[config.mk]
export PLATFORM = sky130hd
export DESIGN_NAME = speech_seq_ctrl
export DESIGN_NICKNAME = d
export VERILOG_FILES = /design/src/rtl/speech_seq_ctrl.sv
export SDC_FILE = /design/constraint.sdc
export NUM_CORES = 1
export LEC_CHECK = 0
export ABC_AREA = 1
export CAP_MARGIN = 20
export CORE_ASPECT_RATIO = 2
export CORE_MARGIN = 5
export CORE_UTILIZATION = 40
export CTS_CLUSTER_DIAMETER = 100
export CTS_CLUSTER_SIZE = 20
export DETAILED_ROUTE_END_ITERATION = 10
export GPL_TIMING_DRIVEN = 0
export HOLD_SLACK_MARGIN = 0.15
export PLACE_DENSITY = 0.69
export SYNTH_ARGS = -nofsm -noshare
export SYNTH_HDL_FRONTEND = slang
export SYNTH_SLANG_ARGS = --single-unit
[constraint.sdc]
create_clock -name clk -period 5.1 [get_ports clk]
set_clock_uncertainty 0.2 [all_clocks]
set_input_delay 0.51 -clock clk [delete_from_list [all_inputs] [get_ports clk]]
set_output_delay 0.51 -clock clk [all_outputs]
set_load 0.1 [all_outputs]
[src/rtl/speech_seq_ctrl.sv]
// SPI-fed speech frame sequencer: receives NBYTES audio bytes, kicks the processing
// engine, then shifts the engine's result byte back out on the next ss frame.
module speech_seq_ctrl #(
  parameter int NBYTES      = 4,
  parameter int SYNC_STAGES = 2
) (
  input  logic       clk,
  input  logic       reset_n,
  input  logic       sck,
  input  logic       ss,
  input  logic       sdi,
  output logic       sdo,
  output logic [7:0] rx_data,
  output logic       rx_valid,
  output logic       rx_last,
  output logic       proc_start,
  input  logic       proc_done,
  input  logic [7:0] result,
  output logic       busy,
  output logic       err,
  output logic [2:0] state_dbg
);

  typedef enum logic [2:0] {
    IDLE    = 3'd0,
    RECV    = 3'd1,
    PROC    = 3'd2,
    WAIT_TX = 3'd3,
    SEND    = 3'd4
  } state_e;

  localparam logic [7:0] LAST_BYTE = 8'(NBYTES - 1);

  state_e                 state_q, state_d;
  logic [SYNC_STAGES-1:0] sck_sync_q, sck_sync_d;
  logic [SYNC_STAGES-1:0] ss_sync_q, ss_sync_d;
  logic [SYNC_STAGES-1:0] sdi_sync_q, sdi_sync_d;
  logic [SYNC_STAGES:0]   settle_q, settle_d;
  logic                   sck_prev_q, sck_prev_d;
  logic                   ss_prev_q, ss_prev_d;
  logic [2:0]             bit_cnt_q, bit_cnt_d;
  logic [7:0]             byte_cnt_q, byte_cnt_d;
  logic [7:0]             shift_q, shift_d;
  logic [7:0]             rx_data_q, rx_data_d;
  logic                   rx_valid_q, rx_valid_d;
  logic                   rx_last_q, rx_last_d;
  logic                   proc_start_q, proc_start_d;
  logic [7:0]             tx_q, tx_d;
  logic                   err_q, err_d;

  logic sck_s, ss_s, sdi_s, settled;
  logic sck_rise, sck_fall, ss_rise, ss_fall;
  logic byte_done;

  // Edges are masked until the synchronizers have refilled after reset, so a level
  // that was already high when reset released is never mistaken for an edge.
  always_comb begin
    sck_sync_d = {sck_sync_q[SYNC_STAGES-2:0], sck};
    ss_sync_d  = {ss_sync_q[SYNC_STAGES-2:0], ss};
    sdi_sync_d = {sdi_sync_q[SYNC_STAGES-2:0], sdi};
    settle_d   = {settle_q[SYNC_STAGES-1:0], 1'b1};
    sck_s      = sck_sync_q[SYNC_STAGES-1];
    ss_s       = ss_sync_q[SYNC_STAGES-1];
    sdi_s      = sdi_sync_q[SYNC_STAGES-1];
    sck_prev_d = sck_s;
    ss_prev_d  = ss_s;
    settled    = settle_q[SYNC_STAGES];
    sck_rise   = settled & sck_s & ~sck_prev_q;
    sck_fall   = settled & ~sck_s & sck_prev_q;
    ss_rise    = settled & ss_s & ~ss_prev_q;
    ss_fall    = settled & ~ss_s & ss_prev_q;
  end

  always_comb begin
    state_d      = state_q;
    bit_cnt_d    = bit_cnt_q;
    byte_cnt_d   = byte_cnt_q;
    shift_d      = shift_q;
    rx_data_d    = rx_data_q;
    rx_valid_d   = 1'b0;
    rx_last_d    = 1'b0;
    proc_start_d = 1'b0;
    tx_d         = tx_q;
    err_d        = err_q;
    byte_done    = 1'b0;

    unique case (state_q)
      IDLE: begin
        if (ss_rise) begin
          state_d    = RECV;
          bit_cnt_d  = 3'd0;
          byte_cnt_d = 8'd0;
          shift_d    = 8'd0;
        end
      end
      RECV: begin
        byte_done = sck_rise && (bit_cnt_q == 3'd7);
        // Completing the final byte wins over a simultaneous ss drop.
        if (byte_done && (byte_cnt_q == LAST_BYTE)) begin
          rx_data_d    = {shift_q[6:0], sdi_s};
          rx_valid_d   = 1'b1;
          rx_last_d    = 1'b1;
          proc_start_d = 1'b1;
          bit_cnt_d    = 3'd0;
          byte_cnt_d   = 8'd0;
          shift_d      = 8'd0;
          state_d      = PROC;
        end else if (ss_fall) begin
          err_d      = 1'b1;
          bit_cnt_d  = 3'd0;
          byte_cnt_d = 8'd0;
          shift_d    = 8'd0;
          state_d    = IDLE;
        end else if (sck_rise) begin
          shift_d   = {shift_q[6:0], sdi_s};
          bit_cnt_d = bit_cnt_q + 3'd1;
          if (byte_done) begin
            rx_data_d  = shift_d;
            rx_valid_d = 1'b1;
            byte_cnt_d = byte_cnt_q + 8'd1;
          end
        end
      end
      PROC: begin
        if (proc_done) begin
          tx_d    = result;
          state_d = WAIT_TX;
        end
      end
      WAIT_TX: begin
        if (ss_rise) begin
          bit_cnt_d = 3'd0;
          state_d   = SEND;
        end
      end
      SEND: begin
        if (sck_fall && (bit_cnt_q == 3'd7)) begin
          tx_d      = 8'd0;
          bit_cnt_d = 3'd0;
          state_d   = IDLE;
        end else if (ss_fall) begin
          err_d     = 1'b1;
          tx_d      = 8'd0;
          bit_cnt_d = 3'd0;
          state_d   = IDLE;
        end else if (sck_fall) begin
          tx_d      = {tx_q[6:0], 1'b0};
          bit_cnt_d = bit_cnt_q + 3'd1;
        end
      end
      default: state_d = IDLE;
    endcase
  end

  always_ff @(posedge clk or negedge reset_n) begin
    if (!reset_n) begin
      state_q      <= IDLE;
      sck_sync_q   <= '0;
      ss_sync_q    <= '0;
      sdi_sync_q   <= '0;
      settle_q     <= '0;
      sck_prev_q   <= 1'b0;
      ss_prev_q    <= 1'b0;
      bit_cnt_q    <= 3'd0;
      byte_cnt_q   <= 8'd0;
      shift_q      <= 8'd0;
      rx_data_q    <= 8'd0;
      rx_valid_q   <= 1'b0;
      rx_last_q    <= 1'b0;
      proc_start_q <= 1'b0;
      tx_q         <= 8'd0;
      err_q        <= 1'b0;
    end else begin
      state_q      <= state_d;
      sck_sync_q   <= sck_sync_d;
      ss_sync_q    <= ss_sync_d;
      sdi_sync_q   <= sdi_sync_d;
      settle_q     <= settle_d;
      sck_prev_q   <= sck_prev_d;
      ss_prev_q    <= ss_prev_d;
      bit_cnt_q    <= bit_cnt_d;
      byte_cnt_q   <= byte_cnt_d;
      shift_q      <= shift_d;
      rx_data_q    <= rx_data_d;
      rx_valid_q   <= rx_valid_d;
      rx_last_q    <= rx_last_d;
      proc_start_q <= proc_start_d;
      tx_q         <= tx_d;
      err_q        <= err_d;
    end
  end

  // The tx register shifts left, so its MSB is always the bit currently on the wire.
  assign sdo        = (state_q == SEND) & tx_q[7];
  assign rx_data    = rx_data_q;
  assign rx_valid   = rx_valid_q;
  assign rx_last    = rx_last_q;
  assign proc_start = proc_start_q;
  assign busy       = (state_q != IDLE);
  assign err        = err_q;
  assign state_dbg  = state_q;

endmodule

# Word level (Yosys, flattened, before mapping)

Cells that the tools add are included.
W data, S select, Z words.

Add/subtract/negate cells: 2
Equal/unequal tests: 16
Mux-type cells: 45
Bitwise operators: 13
Reductions and logical operators: 19

Operator list:

| operator              | number |
|---|---|
| $mux W8               | 13 |
| $mux W3               | 13 |
| $pmux W8 S2           | 2 |
| $mux W7               | 3 |
| $pmux W3 S5           | 1 |
| $pmux W7 S2           | 1 |
| $ne A4 B4 Y1 const B  | 3 |
| $reduce_and A3 Y1     | 4 |
| $reduce_and A4 Y1     | 3 |
| $mux W1               | 10 |
| $ne A2 B2 Y1 const B  | 5 |
| $reduce_bool A2 Y1    | 5 |
| $and A1 B1 Y1         | 9 |
| $pmux W3 S3           | 1 |
| $add A8 B1 Y8 const B | 1 |
| $eq A8 B2 Y1 const B  | 1 |
| $eq A3 B2 Y1 const B  | 2 |
| $eq A3 B3 Y1 const B  | 2 |
| $reduce_bool A3 Y1    | 2 |
| $ne A2 B1 Y1 const B  | 2 |
| $not A1 Y1            | 4 |
| $add A3 B1 Y3 const B | 1 |
| $eq A3 B1 Y1 const B  | 1 |
| $logic_and A1 B1 Y1   | 3 |
| other kinds (3)       | 3 |

Flip-flop bits (word level): 51
Bits of input ports: 14
Output and inout bits: 17
Word-level logic and storage cells: 110

# Depth between registers and ports, before layout

Word-level depth: 8
Depth in mapped cells: 11
Mapped depth without buffers: 10

# Least setup slack after synthesis

No wires, ideal clock.

Path type: register to output
Start point: register state_q[2] (netlist: state_dbg[2])
End point: output sdo
Arrival time: 2.676 ns
Data required time: 4.390 ns
Setup slack: 1.714 ns
Stages on the path, launching flop included: 5
Buffers on the path: 0
Cells stage by stage: dfrtp_1 > inv_2 > nor2_4 > inv_2 > nor2_1

Longest elaborated chain between the ends: 2

Ends and longest elaborated chain:

| item                   | line | RTL |
|---|---|---|
| start, declared        | 34   | `state_e state_q, state_d;` |
| start signal, assigned | 174  | `state_q <= state_d;` |
| $eq A3 B3 Y1           | 194  | `assign sdo = (state_q == SEND) & tx_q[7];` |
| $and A1 B1 Y1          | 194  |  |
| end, declared          | 12   | `output logic sdo,` |

No other way between the ends.

# Worst setup path in the final report

Start point: register state_q[1] (netlist: state_dbg[1])
End point: output sdo

The elaborated chain is that of the path after synthesis.

==> results.toml <==
[global_route]
grt_start_max_net_pins = 41
grt_pass1_vias = 2033
grtUsageTotal = 0.145
grt_pass1_wl_mm = 9.01
grt.overflow.total = 0
antenna_found_initial = 0

[drt]
drcViolationCount = 0
antenna_left = 0
drt_iter0_markers = 136
dr.pass1.iters = 5
wl_per_cell_microns = 12.6
via_per_inst = 4.75
routed_wl_mm = 5.31
num_vias = 2011

[power]
ir_drop_mv = 0.254
swShare = 0.374
seqPwrFrac = 0.396
p_leak_nw = 1.52
powerDensity_nw_per_um2 = 400
switching_power_w = 0.000468
power_frac_clock = 0.273
power_frac_comb = 0.332
internal_power_w = 0.000782

[final_layout]
antenna_cells = 0
nets = 353
area_growth_syn_to_layout_pct = 23.2
finalInstanceArea_sq_um = 3120
drive_above_1_share = 0.148
layout.cells.non_filler = 423

[setup_path]
critPathBufInv = 3
cpPeakStageDelay_ns = 1.14
critPathRequiredTime_ns = 4.39
cp_common_cell = "inv_2"
crit_type = "flop to output port"
crit_arrival_ns = 2.50
path_cells = "inv_2, nand2_2, nor2_4, inv_2, nor2_1, clkdlybuf4s50_1"
path_delay_family = "buffers and inverters"
path_max_fanout = 10
cp-start-kind = "flop"
end_kind = "output port"
crit_path_top_delay_cell = "clkdlybuf4s50_1"
regToRegStartpoint = "bit_cnt_q[0]$_DFFE_PN0P_"
cp-startpoint = "state_dbg[1]$_DFFE_PN0P_"

[yosys]
ys.flop_type = "dfrtp_1"
syn_area_sq_um = 2530
synth.distinct_cells = 28
yosysSeqAreaShare = 0.503
synth_edf_count = 0
yosys_warnings = 0
syn_inst = 297
synth-seq-cells = 51
synth.most_common_cell = "nand2_1"
synth_area_per_cell_sq_um = 8.54
syn_nets = 314
synthTopCellsByCount = "79 x nand2_1, 51 x dfrtp_1, 39 x inv_1, 20 x o21ai_0"
yosysTopAreaCellShare = 0.503
synth_area_leader_cell = "dfrtp_1"
synthTopCellsByArea = "dfrtp_1 50%, nand2_1 12%, o21ai_2 5.9%"
async_flop_share = 1.00

[floorplan]
core-area_sq_um = 6260
die_h_microns = 123
dieArea_sq_um = 8130
die_x_microns = 66.3
io_pins = 31
row_count = 41
start_util = 0.405

[sta]
finalCriticalPeriod_ns = 3.21
whs_ns = 0.148
slew_viol_final = 0
slew_headroom = 0.345
final.setup.tns_ns = 0
hold_violations = 0
setup_viol = 0
period_share = 0.629
rsz0062_at_grt = "false"
tightest_slew_ns = 0.979
max_freq_ghz = 0.312

[outcome]
status = "completed"

[clock_network]
cts_max_level = 2
clk_pin_slew_ns = 0.06
cts_tree = "done"
cts_buffer_depth = 2
root_buffer = "clkbuf_16"
cts_made_buffers = 5
clkLatencyLatePin_ns = 0.29
cts_sinks = 51

[place]
gp_congestion = 0.875
dp_hpwl_mm = 3.98
dpl.cell_count = 414
placed_area_sq_um = 2960
port_buffers = 30

[flow_run]
cap_viol_max_count = 0

[hold_path]
hold_class = "flop to flop"
hp-start = "sck_sync_q[0]$_DFF_PN0_"
## flip-flops by register name, indices dropped and copies added (netlist names), 3 cells and up
signal,flops
byte_cnt_q,8
bit_cnt_q,3
settle_q,3
tx_q,8
rx_data,8
shift_q,7
state_dbg,3
## path summary, 6_finish.rpt
path                       slack (ns)                      end  cells past startpoint
min in group asynchronous        0.44      tx_q[0]$_DFFE_PN0P_                      2
max in group asynchronous        3.75   rx_data[7]$_DFFE_PN0P_                      3
min reg2reg                      0.15  sck_sync_q[1]$_DFF_PN0_                      0
min                              0.15  sck_sync_q[1]$_DFF_PN0_                      0
max                              1.89                      sdo                      6
max reg2reg                      3.02   shift_q[3]$_DFFE_PN0P_                     10
## layout make-up
type | count | area [sq um]
fill | 632 | 3140
sequential | 51 | 1280
multi-input combinational | 194 | 1020
timing repair buffer | 32 | 325
inverter | 44 | 165
clock buffer | 6 | 139
tap | 86 | 108
buffer | 8 | 68.8
clock inverter | 2 | 16.3
## metrics by stage
step | total power [W] | util | setup slack (ns)
6_report | 0.00125 | 0.499 | 1.89
2_1_floorplan | 0.000808 | - | 1.71
5_1_grt | 0.00133 | 0.499 | 1.74
3_3_place_gp | 0.000909 | 0.470 | 1.82
4_1_cts | 0.00127 | 0.499 | 1.87
3_5_place_dp | 0.000918 | 0.473 | 2.21
## what timing repair did
| item | CTS | global route |
|---|---|---|
| hold buffers | 1 | 0 |
| setup buffers | 0 | 0 |
| setup endpoints to repair | 0 | 0 |
| resized for setup | 0 | 0 |
| hold endpoints to repair | 11 | 0 |
## cell usage in the layout (no fill, tap or decap), drive strengths merged
| master | instances |
|---|---|
| nand2 | 82 |
| dfrtp | 51 |
| o21ai | 45 |
| inv | 44 |
| clkdlybuf4s50 | 29 |
| nor2 | 20 |
| nand4 | 19 |
| nand3 | 16 |
| buf | 9 |
| clkbuf | 7 |
| ha | 3 |
| a21oi | 2 |
| nor4 | 1 |
| xor2 | 1 |
| o211ai | 1 |
| nand3b | 1 |
| or2 | 1 |
| a21o | 1 |
| clkinv | 1 |
| clkinvlp | 1 |
| dlygate4sd3 | 1 |
| conb | 1 |
## per-layer routing
metal	share of wire	up-vias	global-route usage
met5	0	-	0
met4	0.041	0	0.0891
met3	0.021	13	0.0247
met2	0.55	26	0.259
met1	0.39	942	0.152
li1	-	1030	-
## cell families (layout without fill, tap and decap cells)
group,count (synthesis),after routing,synth area share
and+or+nand+nor,140,140,0.261
AOI/OAI and AO/OA,49,49,0.124
buffers and inverters,52,92,0.0923
DFF,51,51,0.503
other,1,1,0.00148
adders and majority gates,3,3,0.0148
xor gates and xnor gates,1,1,0.00346
## power groups by stage
| stage | Sequential (W) | Clock, W | Combinational [W] |
|---|---|---|---|
| 2_1_floorplan | 0.000549 | 0 | 0.000259 |
| 5_1_grt | 0.000500 | 0.000365 | 0.000462 |
| 3_3_place_gp | 0.000501 | 0 | 0.000408 |
| 4_1_cts | 0.000494 | 0.000355 | 0.000420 |
| 3_5_place_dp | 0.000502 | 0 | 0.000416 |
| 6_report | 0.000494 | 0.000341 | 0.000414 |
(Power assumes the default switching activity.)
